$ cat src/rtl/predlogic.sv
// predlogic -- conditional-execution / predicated-block control.
//
// Evaluates an ARM-style condition code against the architectural flags and
// gates the PC write and the architectural write enables with the registered
// result. A small FSM runs predicated blocks: after a valid ITStart, each
// following instruction takes its condition from the latched block condition.
// The condition LSB is flipped for slots whose mask bit is 0.
//
// Optional feature: define PREDLOGIC_QFLAG_EN to add a sticky saturation flag.
//
// Ports
//   clk, reset       rising-edge clock, asynchronous active-low reset
//   Cond[3:0]        condition of the current instruction
//   ALUFlags[3:0]    {N,Z,C,V} produced by the ALU
//   FlagW[1:0]       flag write request ([1] -> N,Z ; [0] -> C,V)
//   PCS, NextPC      conditional PC write request, unconditional PC advance
//   W[NCH-1:0]       raw write requests (bit0 RegW, bit1 MemW, ...)
//   ITStart          pulse opening a predicated block
//   ITCond/ITMask/ITLen  block base condition, per-slot polarity, length
//   InstrDone        pulse retiring the current instruction
//   PCWrite          gated PC write
//   Write[NCH-1:0]   gated write enables
//   Flags[3:0]       architectural {N,Z,C,V}
//   ITActive         predicated block in progress
//   ITErr            one-cycle pulse (cycle after the request) on a rejected ITStart
//   ALUSat, QClr, QFlag  (PREDLOGIC_QFLAG_EN only) saturation set, clear, sticky flag
module predlogic #(
    parameter int NCH      = 4,
    parameter int IT_DEPTH = 4,
    localparam int LW      = $clog2(IT_DEPTH + 1)
) (
    input  logic                clk,
    input  logic                reset,
    input  logic [3:0]          Cond,
    input  logic [3:0]          ALUFlags,
    input  logic [1:0]          FlagW,
    input  logic                PCS,
    input  logic                NextPC,
    input  logic [NCH-1:0]      W,
    input  logic                ITStart,
    input  logic [3:0]          ITCond,
    input  logic [IT_DEPTH-1:0] ITMask,
    input  logic [LW-1:0]       ITLen,
    input  logic                InstrDone,
`ifdef PREDLOGIC_QFLAG_EN
    input  logic                ALUSat,
    input  logic                QClr,
    output logic                QFlag,
`endif
    output logic                PCWrite,
    output logic [NCH-1:0]      Write,
    output logic [3:0]          Flags,
    output logic                ITActive,
    output logic                ITErr
);

    localparam logic [LW-1:0] ONE     = LW'(1);
    localparam logic [LW-1:0] DEPTH_L = LW'(IT_DEPTH);

    typedef enum logic {IDLE, ACTIVE} state_t;

    state_t                state, state_nxt;
    logic [LW-1:0]         slot, slot_nxt;
    logic [3:0]            it_cond;
    logic [IT_DEPTH-1:0]   it_mask;
    logic [LW-1:0]         it_len;
    logic                  latch_en, err_nxt;
    logic                  cond_ex, cond_exfl;
    logic [3:0]            eff_cond;
    logic [IT_DEPTH-1:0]   mask_sh;
    logic                  len_ok;
    logic                  n, z, c, v;

    assign ITActive = (state == ACTIVE);
    assign len_ok   = (ITLen != '0) && (ITLen <= DEPTH_L);

    // Mask bit for the current slot; shifting avoids an index wider than the mask.
    assign mask_sh  = it_mask >> slot;
    assign eff_cond = ITActive ? {it_cond[3:1], it_cond[0] ^ ~mask_sh[0]} : Cond;

    assign {n, z, c, v} = Flags;

    always_comb begin
        cond_ex = 1'b1;
        case (eff_cond)
            4'b0000: cond_ex = z;
            4'b0001: cond_ex = ~z;
            4'b0010: cond_ex = c;
            4'b0011: cond_ex = ~c;
            4'b0100: cond_ex = n;
            4'b0101: cond_ex = ~n;
            4'b0110: cond_ex = v;
            4'b0111: cond_ex = ~v;
            4'b1000: cond_ex = c & ~z;
            4'b1001: cond_ex = ~(c & ~z);
            4'b1010: cond_ex = ~(n ^ v);
            4'b1011: cond_ex = n ^ v;
            4'b1100: cond_ex = ~z & ~(n ^ v);
            4'b1101: cond_ex = ~(~z & ~(n ^ v));
            default: cond_ex = 1'b1;   // AL, and 1111 (an inverted AL slot)
        endcase
    end

    assign PCWrite = NextPC | (PCS & cond_exfl);
    assign Write   = W & {NCH{cond_exfl}};

    // Block control: ITStart always takes priority over InstrDone in IDLE;
    // in ACTIVE a second ITStart is only reported, retirement keeps going.
    always_comb begin
        state_nxt = state;
        slot_nxt  = slot;
        latch_en  = 1'b0;
        err_nxt   = 1'b0;
        case (state)
            IDLE: begin
                if (ITStart) begin
                    if (len_ok) begin
                        state_nxt = ACTIVE;
                        slot_nxt  = '0;
                        latch_en  = 1'b1;
                    end else begin
                        err_nxt = 1'b1;
                    end
                end
            end
            ACTIVE: begin
                if (ITStart) err_nxt = 1'b1;
                if (InstrDone) begin
                    if (slot == it_len - ONE) begin
                        state_nxt = IDLE;
                        slot_nxt  = '0;
                    end else begin
                        slot_nxt  = slot + ONE;
                    end
                end
            end
        endcase
    end

    always_ff @(posedge clk or negedge reset) begin
        if (!reset) begin
            state     <= IDLE;
            slot      <= '0;
            it_cond   <= '0;
            it_mask   <= '0;
            it_len    <= '0;
            ITErr     <= 1'b0;
            cond_exfl <= 1'b0;
            Flags     <= '0;
        end else begin
            state     <= state_nxt;
            slot      <= slot_nxt;
            ITErr     <= err_nxt;
            cond_exfl <= cond_ex;
            if (latch_en) begin
                it_cond <= ITCond;
                it_mask <= ITMask;
                it_len  <= ITLen;
            end
            if (FlagW[1] && cond_ex) Flags[3:2] <= ALUFlags[3:2];
            if (FlagW[0] && cond_ex) Flags[1:0] <= ALUFlags[1:0];
        end
    end

`ifdef PREDLOGIC_QFLAG_EN
    // Sticky saturation flag; a set in the same cycle as a clear wins.
    always_ff @(posedge clk or negedge reset) begin
        if (!reset)                QFlag <= 1'b0;
        else if (ALUSat && cond_ex) QFlag <= 1'b1;
        else if (QClr)             QFlag <= 1'b0;
    end
`endif

endmodule

$ cat config.mk
export PLATFORM = sky130hd
export DESIGN_NAME = predlogic
export DESIGN_NICKNAME = d
export VERILOG_FILES = /design/src/rtl/predlogic.sv
export SDC_FILE = /design/constraint.sdc
export NUM_CORES = 1
export LEC_CHECK = 0
export ABC_AREA = 1
export BUFFER_PORTS_ARGS = -buffer_cell sky130_fd_sc_hd__buf_2
export CAP_MARGIN = 20
export CELL_PAD_IN_SITES_DETAIL_PLACEMENT = 0
export CELL_PAD_IN_SITES_GLOBAL_PLACEMENT = 2
export CORE_MARGIN = 10
export CORE_UTILIZATION = 27
export CTS_CLUSTER_SIZE = 30
export DETAILED_ROUTE_END_ITERATION = 12
export PLACE_DENSITY = 0.74
export REMOVE_ABC_BUFFERS = 1
export SLEW_MARGIN = 40
export SYNTH_ARGS = -nofsm -noshare
export SYNTH_HDL_FRONTEND = slang
export SYNTH_SLANG_ARGS = --single-unit
$ cat constraint.sdc
create_clock -name clk -period 2.45 [get_ports clk]
set_input_delay 0.3675 -clock clk [delete_from_list [all_inputs] [get_ports clk]]
set_output_delay 0.3675 -clock clk [all_outputs]
set_load 0.005 [all_outputs]
# Yosys cells after proc, flatten, opt, wreduce, memory -nomap -nowiden
# Cells that the tools add are included.
dict set report classes {
  n_addsub 2
  magnitude_cmp 1
  eq_ne 17
  shifts 1
  muxes 17
  bitwise_logic 16
  n_reduce_logical 6
}
# op n
set ops {}
lappend ops {{$eq 4x4->1 const B} 6}
lappend ops {{$eq 4x3->1 const B} 4}
lappend ops {{$pmux 1 s14} 1}
lappend ops {{$mux 3} 4}
lappend ops {{$not 1->1} 9}
lappend ops {{$eq 4x2->1 const B} 2}
lappend ops {{$mux 1} 8}
lappend ops {{$ne 2x2->1 const B} 3}
lappend ops {{$pmux 3 s2} 1}
lappend ops {{$and 4x4->4} 1}
lappend ops {{$eq 4x1->1 const B} 1}
lappend ops {{$logic_not 4->1} 1}
lappend ops {{$mux 4} 1}
lappend ops {{$pmux 1 s2} 2}
lappend ops {{$shr 4x3->1} 1}
lappend ops {{$add 3x1->3 const B} 1}
lappend ops {{$and 1x1->1} 3}
lappend ops {{$eq 3x3->1} 1}
lappend ops {{$le 3x3->1 const B} 1}
lappend ops {{$logic_and 1x1->1} 3}
lappend ops {{$reduce_and 3->1} 1}
lappend ops {{$reduce_bool 3->1} 1}
lappend ops {{$sub 3x1->3 const B} 1}
lappend ops {{$xor 1x1->1} 2}
lappend ops {{$or 1x1->1} 1}
dict set report word_totals {
  ff_bits 21
  in_bits 31
  output_inout_bits 11
  word_cells 69
}

# Logic depth before layout (Yosys ltp)
dict set report depth {
  ltp_word 7
  ltp_mapped 16
  ltp_nobuf 16
}

# Worst setup path before layout
# OpenSTA, ideal clock, no wires.
dict set report synth_timing {
  path_type {register to register}
  from {reg state (netlist: ITActive)}
  to {reg Flags[0]}
  setup_time_ns 0.117
  t_arrival_ns 1.522
  slack_ns 0.811
  path_stages_with_launch 11
  path_buffers 1
  cell_sequence {dfrtp_1 clkbuf_4 or2_2 nand2_4 nor2_1 nor2_2 nor2_4 nand3_4 nand2_2 nand2_1 nand2_1}
}
dict set report synth_between {
  elab_chain_cells 4
}
# element line_no
set synth_rtl {}
lappend synth_rtl {{start: declaration} 62} ;# state_t state, state_nxt;
lappend synth_rtl {{start signal: assignment} 151} ;# state <= state_nxt;
lappend synth_rtl {{$mux 4 *} 79} ;# assign eff_cond = ITActive ? {it_cond[3:1], it_cond[0] ^ ~mask_sh[0]} : Cond;
lappend synth_rtl {{$eq 4x4->1 (tied with other cells)} 85} ;# case (eff_cond)
lappend synth_rtl {{$pmux 1 s14 *} 85}
lappend synth_rtl {{via cond_ex} 68} ;# logic cond_ex, cond_exfl;
lappend synth_rtl {{$logic_and 1x1->1 *} 161} ;# if (FlagW[0] && cond_ex) Flags[1:0] <= ALUFlags[1:0];
lappend synth_rtl {{end signal: assignment} 161}
lappend synth_rtl {{end: declaration} 52} ;# output logic [3:0] Flags,
# The timed path passes the listed nets; every way through them passes the cells marked *.
# A chain may end at the register's enable or synchronous reset.

# Worst setup path after layout
# Ends and elaborated chain as after synthesis.

==> flow_summary.ini <==
[detailed_routing]
ant_nets = 0
remaining_drc_errors = 0
wirelength_mm = 3.38
viasPerCell = 4.19
num_vias = 1190
drt-wirelength-per-cell_um = 11.9
drt_pass1_iterations = 4
dr.first_iter.drc_count = 91

[clock_tree]
cts-buffers-inserted = 3
root_buffer = clkbuf_8
cts_htree_levels = 1
ctsResizeCount = 0
clk_pin_slew_ns = 0.09
cts_buffer_depth = 2
post_cts_buffers = 0
insertion_delay_ns = 0.27
clock-sinks = 21
cts_tree = yes
holdBufCountCts = 0

[sta]
report.final.slew_viol_count = 0
rsz0062_at_grt = no
fmax_mhz = 533
fin_tns_setup_ns = 0
worst_slack_ns = 0.574
fin_hold_ws_ns = 0.0474
setup_violations = 0
min_period_ns = 1.88
final.setup_skew_ns = 0.00445
hold_viol = 0
maxSlewHeadroom_pct = 65.5
timing.final.crit_share_pct = 76.6
tightestPinTransition_ns = 0.517

[logic_synthesis]
netlist.area_leader.share_pct = 39.2
ys_ff_latch = 21
yosysMostFrequentCell = nand2_1
yosysTopAreaCell = dfrtp_1
netlist_area_mm2 = 0.00134
synth_cell_types = 26
synth_async_sr_flop_share_pct = 100
syn_area_per_cell_um2 = 7.66
netlist_instances = 175
ys.flop_type = dfrtp_1
synth-edff-count = 0
yosys-top-cells-area = dfrtp_1 39%, nand2_1 14%, inv_1 7.3%
yosys_warnings = 0
synth_top_cells_by_count = 49 x nand2_1, 26 x inv_1, 21 x dfrtp_1
seq_area_frac_synth_pct = 39.2

[grt]
antenna_found_initial = 0
first_global_vias = 1232
grt_max_degree = 22
grt_remaining_overflow = 0
grt_usage_pct = 8.42
grt_pass1_wl_mm = 5.80

[layout]
final_layout_size_suffix_gt1_share_pct = 33.2
fillers = 538
nNetsFinal = 251
finalInstanceArea_mm2 = 0.00166
layoutNonFillerInstCount = 284
fin_util_pct = 35.0
n_antenna_cell = 0
syn2layout_area_growth_pct = 24.1

[worst_setup_path]
path_cells = o21ai_2 > o21ai_0 > nor2_1 > nor2_2 > nor2_4 > nand3_4 > nand2_2 > nand2_1 > nand2_1
start_kind = flip-flop
critPathMaxStageDelay_ns = 0.65
criticalPathCategory = flip-flop to flip-flop
crit_top_cell = nand2_1
cp.required_ns = 2.62
arrival_ns = 2.05
worstPathMaxFanout = 14
end_kind = flip-flop
slowest_stage = dfrtp_1

[die]
die_w_um = 90.5
initial_core_util_pct = 28.2
coreArea_mm2 = 0.00475
die_h_um = 90.5
rows = 25
ios = 42
dieArea_mm2 = 0.00818

[placement]
place_area_mm2 = 0.00161
dp_hpwl_mm = 2.73
gp_congestion = 0.788
dp.cells = 280
pre_cts_ws_ns = 0.577
port_buffers = 41

[power]
p_leak_nw = 0.909
max-vdd-ir-drop_mv = 0.290
power.density_mw_per_mm2 = 1330
finalPower_mw = 2.20

[outcome]
outcome = finished clean

[worst_hold_path]
hp-class = primary input to asynchronous set/reset pin

[flow_run]
max-cap-violations = 0
==> where the power goes <==
| group | switching, mW | internal [mW] | leakage (nW) | total (mW) |
|---|---|---|---|---|
| combinational | 0.805 | 0.497 | 0.634 | 1.30 |
| sequential | 0.138 | 0.512 | 0.253 | 0.649 |
| clock | 0.138 | 0.115 | 0.0217 | 0.253 |
==> worst paths after layout <==
path / startpoint / end / slack (ns) / depth (start not counted)
worst max-delay path: ITActive / Flags[0] / 0.57 / 9
worst min-delay path: reset / it_mask[0] / 0.05 / 1
worst max register to register: ITActive / Flags[0] / 0.57 / 9
worst min register to register: it_len[2] / it_len[2] / 0.52 / 2
max in group asynchronous: reset / Flags[3] / 2.06 / 1
min in group clk: ITStart / ITErr / 0.29 / 3
==> final cells by class <==
cell class | instances | area [um^2] | area share [%]
Clock buffer | 3 | 41.3 | 2.48
Clock inverter | 1 | 7.51 | 0.451
Inverter | 29 | 109 | 6.55
Multi-Input combinational cell | 122 | 691 | 41.5
Sequential cell | 21 | 526 | 31.6
Tap cell | 67 | 83.8 | 5.04
Timing Repair Buffer | 41 | 205 | 12.3
==> cell usage in the layout (no fill, tap or decap) <==
master / count
clkinvlp_4: 1
nor2_1: 6
ha_1: 2
o21ai_2: 3
xor2_1: 3
nand2_1: 49
clkbuf_8: 3
a21oi_1: 2
nand3_1: 9
o21ai_0: 11
or2_2: 1
nand2_2: 6
nand2_4: 2
nand3_2: 4
xnor2_1: 3
o22ai_1: 2
inv_1: 26
nand3_4: 1
nor3_2: 1
nand4_1: 9
o211ai_1: 1
buf_2: 41
dfrtp_1: 21
nor2_2: 3
a21o_1: 1
nor2_4: 3
inv_2: 3
==> critical path: cells and delay by family, from the launching register on <==
kind / cells / cell delay, ns
compound gates: 2 / 0.52
flops: 1 / 0.65
simple gates: 7 / 0.61
==> sequential cells by signal, indices dropped and copies added, names as in the netlist <==
signal,flops
it_cond,4
ITActive,1
it_len,3
cond_exfl,1
Flags,4
it_mask,4
ITErr,1
slot,3
==> logic make-up (layout without fill, tap and decap cells) <==
kind of cell | after synthesis | in the layout | share of synthesized area [%]
buffers and inverters | 32 | 74 | 9.24
AOI/OAI and AO/OA | 20 | 20 | 8.87
and+or+nand+nor | 94 | 94 | 36.9
xor gates and xnor gates | 6 | 6 | 3.92
adders and majority gates | 2 | 2 | 1.87
DFF | 21 | 21 | 39.2
==> layer usage <==
metal | vias to the layer above | global-route usage (%) | wire length [um]
met3 | 5 | 2.83 | 206
met2 | 31 | 12.3 | 1410
li1 | 638 | - | -
met4 | 0 | 3.18 | 51
met1 | 516 | 11.1 | 1720
met5 | - | 0 | 0
Power figures use the tool's default switching activity.
